## config.mk

```make
export PLATFORM = sky130hd
export DESIGN_NAME = miriscv_branch_pred_bht_flat
export DESIGN_NICKNAME = d
export VERILOG_FILES = /design/src/rtl/miriscv_branch_pred_bht_if.sv /design/src/rtl/miriscv_branch_pred_bht.sv /design/src/flat_wrapper.sv
export SDC_FILE = /design/constraint.sdc
export NUM_CORES = 1
export LEC_CHECK = 0
export ABC_AREA = 0
export BUFFER_PORTS_ARGS = -buffer_cell sky130_fd_sc_hd__buf_2
export CORE_UTILIZATION = 60
export CTS_CLUSTER_SIZE = 25
export DETAILED_ROUTE_END_ITERATION = 8
export PLACE_DENSITY = 0.84
export SYNTH_ARGS = -nofsm -noshare
export SYNTH_HDL_FRONTEND = slang
export SYNTH_SLANG_ARGS = --single-unit
```

## constraint.sdc

```tcl
create_clock -name clk_i -period 3.2 [get_ports clk_i]
set_input_delay 0.64 -clock clk_i [delete_from_list [all_inputs] [get_ports clk_i]]
set_output_delay 0.64 -clock clk_i [all_outputs]
set_load 0.01 [all_outputs]
```

## src/rtl/miriscv_branch_pred_bht_if.sv

```systemverilog
// Fetch/execute-side signal bundle for the branch history table predictor.
// The master modport belongs to the pipeline; the slave modport to the predictor.
interface miriscv_branch_pred_bht_if #(
    parameter int XLEN = 32
);
    logic [XLEN-1:0] instr_addr_i;
    logic [XLEN-1:0] instr_rdata_i;
    logic            predicted_flag_o;
    logic [XLEN-1:0] pred_target_o;
    logic            pred_dyn_o;
    logic            upd_valid_i;
    logic [XLEN-1:0] upd_addr_i;
    logic            upd_taken_i;
    logic            flush_i;

    modport master (
        output instr_addr_i, instr_rdata_i, upd_valid_i, upd_addr_i, upd_taken_i, flush_i,
        input  predicted_flag_o, pred_target_o, pred_dyn_o
    );

    modport slave (
        input  instr_addr_i, instr_rdata_i, upd_valid_i, upd_addr_i, upd_taken_i, flush_i,
        output predicted_flag_o, pred_target_o, pred_dyn_o
    );
endinterface

```

## src/rtl/miriscv_branch_pred_bht.sv

```systemverilog
// Direct-mapped BHT of saturating counters with static BTFNT fallback for
// untrained entries; also produces the B-type branch target for fetch redirect.
module miriscv_branch_pred_bht #(
    parameter int XLEN        = 32,
    parameter int BHT_ENTRIES = 64,
    parameter int CNT_W       = 2
) (
    input logic                    clk_i,
    input logic                    arstn_i,
    miriscv_branch_pred_bht_if.slave bus
);
    localparam int IDX_W = $clog2(BHT_ENTRIES);
    localparam logic [6:0]       OPCODE_BRANCH = 7'b1100011;
    localparam logic [CNT_W-1:0] CNT_WT        = CNT_W'(1) << (CNT_W - 1);
    localparam logic [CNT_W-1:0] CNT_WNT       = CNT_WT - CNT_W'(1);
    localparam logic [CNT_W-1:0] CNT_MAX       = '1;

    logic [IDX_W-1:0]       w_fetch_idx;
    logic [IDX_W-1:0]       w_upd_idx;
    logic [BHT_ENTRIES-1:0] w_valid;
    logic [CNT_W-1:0]       w_cnt [BHT_ENTRIES];
    logic                   w_is_branch;
    logic                   w_entry_valid;
    logic [CNT_W-1:0]       w_entry_cnt;
    logic [XLEN-1:0]        w_imm;

    assign w_fetch_idx = bus.instr_addr_i[IDX_W+1:2];
    assign w_upd_idx   = bus.upd_addr_i[IDX_W+1:2];

    // Storage is flops so the entry can be read combinationally in the fetch cycle.
    genvar gi;
    generate
        for (gi = 0; gi < BHT_ENTRIES; gi++) begin : g_entry
            logic             r_valid;
            logic [CNT_W-1:0] r_cnt;
            logic             w_hit;

            assign w_hit = bus.upd_valid_i && (w_upd_idx == IDX_W'(gi));

            always_ff @(posedge clk_i) begin
                if (!arstn_i) begin
                    r_valid <= 1'b0;
                end else if (bus.flush_i) begin
                    r_valid <= 1'b0;
                end else if (w_hit) begin
                    r_valid <= 1'b1;
                end
            end

            // Counter is meaningless while invalid, so it needs no reset.
            always_ff @(posedge clk_i) begin
                if (arstn_i && !bus.flush_i && w_hit) begin
                    if (!r_valid) begin
                        r_cnt <= bus.upd_taken_i ? CNT_WT : CNT_WNT;
                    end else if (bus.upd_taken_i && (r_cnt != CNT_MAX)) begin
                        r_cnt <= r_cnt + CNT_W'(1);
                    end else if (!bus.upd_taken_i && (r_cnt != '0)) begin
                        r_cnt <= r_cnt - CNT_W'(1);
                    end
                end
            end

            assign w_valid[gi] = r_valid;
            assign w_cnt[gi]   = r_cnt;
        end
    endgenerate

    assign w_is_branch   = (bus.instr_rdata_i[6:0] == OPCODE_BRANCH);
    assign w_entry_valid = w_valid[w_fetch_idx];
    assign w_entry_cnt   = w_cnt[w_fetch_idx];

    assign w_imm = {{(XLEN-12){bus.instr_rdata_i[31]}}, bus.instr_rdata_i[7],
                    bus.instr_rdata_i[30:25], bus.instr_rdata_i[11:8], 1'b0};
    assign bus.pred_target_o = bus.instr_addr_i + w_imm;

    always_comb begin
        bus.predicted_flag_o = 1'b0;
        bus.pred_dyn_o       = 1'b0;
        if (w_is_branch) begin
            if (w_entry_valid) begin
                bus.predicted_flag_o = w_entry_cnt[CNT_W-1];
                bus.pred_dyn_o       = 1'b1;
            end else begin
                bus.predicted_flag_o = bus.instr_rdata_i[XLEN-1];
            end
        end
    end
endmodule

```

## src/flat_wrapper.sv

```systemverilog
// flat-port wrapper written by rule: the top's interface ports become plain ports
module miriscv_branch_pred_bht_flat 
#(
    parameter int XLEN        = 32,
    parameter int BHT_ENTRIES = 64,
    parameter int CNT_W       = 2
)
  (clk_i, arstn_i, bus_instr_addr_i, bus_instr_rdata_i, bus_upd_valid_i, bus_upd_addr_i, bus_upd_taken_i, bus_flush_i, bus_predicted_flag_o, bus_pred_target_o, bus_pred_dyn_o);
  miriscv_branch_pred_bht_if #(.XLEN(XLEN)) bus_i ();
  input logic clk_i;
  input logic arstn_i;
  input wire logic [$bits(bus_i.instr_addr_i)-1:0] bus_instr_addr_i;
  input wire logic [$bits(bus_i.instr_rdata_i)-1:0] bus_instr_rdata_i;
  input wire logic [$bits(bus_i.upd_valid_i)-1:0] bus_upd_valid_i;
  input wire logic [$bits(bus_i.upd_addr_i)-1:0] bus_upd_addr_i;
  input wire logic [$bits(bus_i.upd_taken_i)-1:0] bus_upd_taken_i;
  input wire logic [$bits(bus_i.flush_i)-1:0] bus_flush_i;
  output wire logic [$bits(bus_i.predicted_flag_o)-1:0] bus_predicted_flag_o;
  output wire logic [$bits(bus_i.pred_target_o)-1:0] bus_pred_target_o;
  output wire logic [$bits(bus_i.pred_dyn_o)-1:0] bus_pred_dyn_o;
  assign bus_i.instr_addr_i = bus_instr_addr_i;
  assign bus_i.instr_rdata_i = bus_instr_rdata_i;
  assign bus_i.upd_valid_i = bus_upd_valid_i;
  assign bus_i.upd_addr_i = bus_upd_addr_i;
  assign bus_i.upd_taken_i = bus_upd_taken_i;
  assign bus_i.flush_i = bus_flush_i;
  assign bus_predicted_flag_o = bus_i.predicted_flag_o;
  assign bus_pred_target_o = bus_i.pred_target_o;
  assign bus_pred_dyn_o = bus_i.pred_dyn_o;
  miriscv_branch_pred_bht #(.XLEN(XLEN), .BHT_ENTRIES(BHT_ENTRIES), .CNT_W(CNT_W)) u_core (.clk_i(clk_i), .arstn_i(arstn_i), .bus(bus_i));
endmodule
```

==> results.json, run 1 <==
{
  "p_seq_frac": 0.434,
  "comb_power_share": 0.205,
  "multi_input_area_um2": 7760,
  "synth_area_um2": 13100,
  "power.switching_mw": 1.72,
  "num-fill-cells": 1341,
  "drv_cap": 0,
  "coreArea_um2": 21200,
  "antenna_found_initial": 1,
  "violations": "setup timing",
  "critPathCaptureType": "primary output",
  "synthTopCellsByCount": "224 x a21oi_1, 134 x mux2i_1, 132 x and3_1",
  "routed_wl_mm": 39.5,
  "period_needed_ns": 3.64,
  "final_nets": 1742,
  "clock-sinks": 192,
  "met3_usage": 0.0720,
  "relSlewSlack": 0.459,
  "crit_chain": "buf_12 -> ha_2 -> a21oi_2 -> o21a_1 -> nand2_1 -> a211oi_4 -> buf_4 -> nor2_2 -> a31oi_1 -> xnor2_1 -> buf_2",
  "crit_start": "bus_instr_rdata_i[31]",
  "ys_types": 60,
  "gp_congestion": 0.893,
  "cp_top_family": "compound AO/OA/AOI/OAI gates",
  "path_max_fanout": 8,
  "p_leak_nw": 6.47,
  "slew_violations": 0,
  "clkSlewWorstSetupHoldPaths_ns": 0.07,
  "synth_flop_cell": "edfxtp_1",
  "finClkSkew_ns": 0.00976,
  "grt_pass1_wl_mm": 59.2,
  "grt_overflow": 0,
  "grt_max_degree": 77,
  "cts_root_buffer": "clkbuf_16",
  "reg2reg_from": "u_core.g_entry[22].r_cnt[1]",
  "synthesis.area_per_instance_um2": 9.13,
  "start_kind": "input port",
  "max-vdd-ir-drop_mv": 0.376,
  "drive_gt1_frac": 0.229,
  "diodes": 0,
  "dr.pass1.iters": 5,
  "boundaryPins": 135,
  "die_x_um": 150,
  "holdBufCountCts": 0,
  "start_util": 0.616,
  "synth_nets": 1564,
  "rsz0062_at_grt": "yes",
  "ys_top_cells_by_area": "edfxtp_1 29%, mux2i_1 10%, dfxtp_1 9.8%",
  "path_class": "in -> out",
  "ys_ff_latch": 192,
  "clockBufferDepth": 2,
  "synth-edff-count": 128,
  "slowest_delay_ns": 0.42,
  "setup_slack_ns": -0.436,
  "drt_iter0_markers": 1618,
  "intPower_mw": 4.38,
  "synthArstFlopShare": 0,
  "dieHeight_um": 150,
  "syn_to_final_growth_pct": 21.6,
  "switching_share": 0.282,
  "worst-path-buf-inv": 3,
  "fin_crit_sh": 1.14,
  "tightest_slew_ns": 0.808,
  "cp.required_ns": 2.56,
  "grt_use_met2": 0.560,
  "dieArea_um2": 22400,
  "numCtsBuffers": 17,
  "cp_slowest_cell": "a21oi_2",
  "p_per_area_nw_per_um2": 384,
  "drcViolationCount": 0,
  "global_route.usage.met1": 0.412,
  "ys_warn_count": 0,
  "max_freq_mhz": 275,
  "dp_hpwl_mm": 23.5,
  "grt_busiest_layer": "met2",
  "fin_cells": 1898,
  "grt_pass1_vias": 11800,
  "finalPower_mw": 6.10,
  "regArea_um2": 5120,
  "seq_area_frac_synth": 0.392,
  "status": "finished with violations",
  "h-tree-depth": 4,
  "via_per_inst": 6.59,
  "port_buffers": 93,
  "cts_tree": "yes",
  "critical_path_arrival_ns": 3.00,
  "hold_violations": 0,
  "dp.cells": 1840,
  "synth_top_area_cell": "edfxtp_1",
  "fp-row-count": 53,
  "wl_per_cell_um": 20.8,
  "syn-instance-count": 1432,
  "min_from": "u_core.g_entry[34].r_valid",
  "ant_nets": 0,
  "clkPwrFrac": 0.361,
  "grt_usage": 0.338,
  "hold_class": "reg -> reg",
  "worstSkewPairLatency_ns": 0.45,
  "synth_top_area_frac": 0.294,
  "synth_most_common_cell": "a21oi_1",
  "finalSetupViolCount": 16,
  "vias": 12500
}
layout make-up:
| class | count | share of cell area |
|---|---|---|
| multi-input combinational | 1084 | 0.488 |
| sequential | 192 | 0.322 |
| timing repair buffer | 236 | 0.112 |
| clock buffer | 17 | 0.0267 |
| tap | 275 | 0.0216 |
| inverter | 79 | 0.0186 |
| clock inverter | 15 | 0.0109 |
metrics by stage:
step	util	setup TNS, ns	area [µm²]	hold WS, ns	setup slack [ns]
floorplan	-	0	13100	0.529	0.0750
global placement	0.682	-4.27	14500	0.550	-0.397
detailed placement	0.682	-5.26	14500	0.562	-0.446
CTS	0.737	-0.0683	15600	0.576	-0.0288
global route	0.750	-3.93	15900	0.611	-0.425
finish	0.750	-2.67	15900	0.574	-0.436
power by group through the flow:
stage | Combinational [mW] | Clock [mW] | Sequential (mW)
2_1_floorplan | 0.593 | 0 | 2.70
3_3_place_gp | 0.957 | 0 | 2.70
3_5_place_dp | 0.985 | 0 | 2.70
4_1_cts | 1.10 | 2.20 | 2.65
5_1_grt | 1.33 | 2.30 | 2.65
6_report | 1.25 | 2.20 | 2.65
final timing paths:
path	endpoint	slack, ns	cells after the start
worst min register to register	u_core.g_entry[34].r_valid	0.57	2
worst min-delay path	u_core.g_entry[34].r_valid	0.57	2
worst max-delay path	bus_pred_target_o[22]	-0.44	11
worst max register to register	u_core.g_entry[22].r_cnt[1]	1.68	3
repair_timing:
item | in CTS | in global routing
gates cloned | 1 | 1
setup buffers | 15 | 9
setup endpoints to repair | 21 | 20
resized for setup | 91 | 41
pin swaps | 33 | 31
endpoints found under the hold margin | 0 | 0
worst reg2reg max path, stage by stage (launching register included):
cell	delay [ns]
edfxtp_1	0.49
and3_1	0.25
o21ai_0	0.22
and3_1	0.27
registers in the layout (all words and copies together), names as in the netlist:
name / cells
u_core.g_entry.r_cnt: 128
u_core.g_entry.r_valid: 64
layer usage:
| layer | vias up | share of wire | wire length [µm] |
|---|---|---|---|
| met1 | 5876 | 0.36 | 14300 |
| met4 | 2 | 0.050 | 1980 |
| met5 | - | 0.0016 | 63 |
| met3 | 183 | 0.10 | 3980 |
| li1 | 5619 | - | - |
| met2 | 823 | 0.49 | 19200 |
placed cells by master (no fill, tap or decap), types with 6 or more instances in the layout:
cell / n
nor2b_1: 6
buf_6: 10
nand2_1: 88
ha_1: 15
a21oi_2: 15
ha_4: 13
nor2_1: 92
a21o_1: 15
buf_4: 123
nand2b_1: 69
xnor2_1: 17
clkbuf_16: 18
edfxtp_1: 128
o21a_1: 6
buf_2: 87
o21ai_1: 8
and3_1: 131
mux4_2: 26
mux4_1: 6
mux2i_1: 132
nand3_1: 10
o21ai_0: 69
nor3_1: 73
dfxtp_1: 64
a21oi_1: 207
inv_1: 78
buf_12: 9
cells by family after synthesis:
logic type                 Yosys count  share of synthesized area
xor gates and xnor gates            25                     0.0167
AOI/OAI and AO/OA                  367                      0.155
buffers and inverters              156                     0.0498
muxes                              167                      0.162
and+or+nand+nor                    494                      0.194
DFF                                192                      0.392
adders and majority gates           31                     0.0302
(Power assumes the default switching activity.)
==> run 2: changes to the inputs <==
Settings changed: PLACE_DENSITY 0.84 to 0.81.
Clock period 3.2 ns to 4.6 ns, I/O delays scaled along.
==> run 2 against run 1 <==
The run now ends clean. Clock power decreased by 27%. Wire length is 20% lower. Die area stayed put. Register-to-register slack improved by 1.5 ns. Sequential power fell by 31%. Clock skew increased by 0.0013 ns. Combinational power is 52% lower. Worst setup slack gained 0.59 ns. Critical path depth down 1. Core utilization shrank 7.1 points. Critical endpoint is now bus_pred_target_o[31].
==> results.json, run 2 (same netlist as run 1, synthesis figures left out) <==
{
  "drv_cap": 0,
  "start_util": 0.616,
  "final_nets": 1625,
  "reg2reg_depth": 3,
  "clockBufferDepth": 2,
  "relSlewSlack": 0.153,
  "setup_slack_ns": 0.158,
  "max-vdd-ir-drop_mv": 0.279,
  "largest_register_ffs": 128,
  "via_per_inst": 6.30,
  "tightest_slew_ns": 1.26,
  "grt_pass1_wl_mm": 49.9,
  "drcViolationCount": 0,
  "clkSlewWorstSetupHoldPaths_ns": 0.06,
  "path_class": "in -> out",
  "hold_class": "reg -> reg",
  "antenna_found_initial": 0,
  "critical_path_arrival_ns": 3.52,
  "grt_max_degree": 152,
  "finalPower_mw": 4.05,
  "holdPathEnd": "u_core.g_entry[6].r_valid",
  "numCtsBuffers": 17,
  "layout.cells.most_common": "a21oi_1",
  "hold_violations": 0,
  "final.setup.tns_ns": 0,
  "postPlaceCellArea_um2": 13800,
  "syn_to_final_growth_pct": 10.1,
  "ctsResizeCount": 0,
  "max_freq_mhz": 225,
  "reg_top3": "u_core.g_entry.r_cnt: 128 flops, u_core.g_entry.r_valid: 64 flops",
  "grt_pass1_vias": 10000,
  "reg2reg_from": "u_core.g_entry[5].r_cnt[1]",
  "slew_violations": 0,
  "fin_area_um2": 14400,
  "h-tree-depth": 4,
  "holdBufCountCts": 0,
  "p_per_area_nw_per_um2": 281,
  "critPathCaptureType": "primary output",
  "dieArea_um2": 22400,
  "die_x_um": 150,
  "boundaryPins": 135,
  "wl_per_cell_um": 17.7,
  "drive_gt1_frac": 0.122,
  "dp_hpwl_mm": 21.3,
  "rsz0062_at_grt": "no",
  "fp-row-count": 53,
  "final_core_util": 0.679,
  "ant_nets": 0,
  "dieHeight_um": 150,
  "start_kind": "input port",
  "r2r-end": "u_core.g_entry[5].r_cnt[1]",
  "status": "completed",
  "coreArea_um2": 21200,
  "cp.required_ns": 3.68,
  "worstSkewPairLatency_ns": 0.44,
  "clock-sinks": 192,
  "drt_iter0_markers": 1002,
  "min_from": "u_core.g_entry[6].r_valid",
  "finClkSkew_ns": 0.0111,
  "grt_overflow": 0,
  "cts_root_buffer": "clkbuf_16",
  "p_leak_nw": 5.78,
  "routed_wl_mm": 31.5,
  "dr.pass1.iters": 5,
  "hold_path_depth": 2,
  "regToRegSetupSlack_ns": 3.18,
  "top_register": "u_core.g_entry.r_cnt",
  "gp_congestion": 0.907,
  "period_needed_ns": 4.44,
  "layout_common_cells": "224 x a21oi_1, 134 x mux2i_1, 132 x and3_1, 128 x edfxtp_1, 95 x nor2_1",
  "vias": 11200,
  "finalSetupViolCount": 0,
  "cts_tree": "yes",
  "port_buffers": 93,
  "path_max_fanout": 21,
  "pre_cts_ws_ns": 0.216,
  "post_cts_buffers": 0,
  "diodes": 0,
  "fin_crit_sh": 0.966,
  "grt_usage": 0.282
}
## run 2: critical path: stages
cell and delay [ns]:
buf_2 0.37, ha_1 0.39, a21o_1 0.23, a21oi_1 0.22
nor2_1 0.10, nor4_1 0.25, o21ai_0 0.33, a2111oi_0 0.47
nor3_1 0.09, buf_2 0.15
## run 2: where the power goes
group	internal [mW]	leakage [nW]	switching, mW
combinational	0.246	3.81	0.355
clock	0.928	0.300	0.675
sequential	1.84	1.67	0.00426
total	3.01	5.78	1.04
## run 2: layout make-up
| class | instances | area, µm² |
|---|---|---|
| Clock buffer | 19 | 443 |
| Clock inverter | 13 | 185 |
| Fill cell | 1630 | 6810 |
| Inverter | 79 | 297 |
| Multi-Input combinational cell | 1084 | 7310 |
| Sequential cell | 192 | 5120 |
| Tap cell | 275 | 344 |
| Timing Repair Buffer | 119 | 708 |
## run 2: through the flow
stage,cells,hold WS (ns)
after global placement,1749,0.555
after CTS,1781,0.574
after detailed placement,1749,0.561
final,1781,0.576
after global routing,1781,0.596
after floorplan,1432,0.529
## run 2: how the worst max path moves through the flow
stage | cells after the start | startpoint | slack, ns | endpoint
floorplan | 9 | bus_instr_rdata_i[8] | 0.92 | bus_pred_target_o[31]
global placement | 10 | bus_instr_addr_i[2] | 0.27 | bus_pred_target_o[31]
detailed placement | 10 | bus_instr_rdata_i[31] | 0.22 | bus_pred_target_o[31]
CTS | 10 | bus_instr_rdata_i[31] | 0.20 | bus_pred_target_o[31]
global route | 10 | bus_instr_rdata_i[31] | 0.02 | bus_pred_target_o[31]
finish | 10 | bus_instr_rdata_i[31] | 0.16 | bus_pred_target_o[31]
## run 2: layer usage
layer	GRT usage	share of wire
met2	0.471	0.49
met4	0.0869	0.018
met1	0.382	0.43
met3	0.0351	0.067
met5	0	0
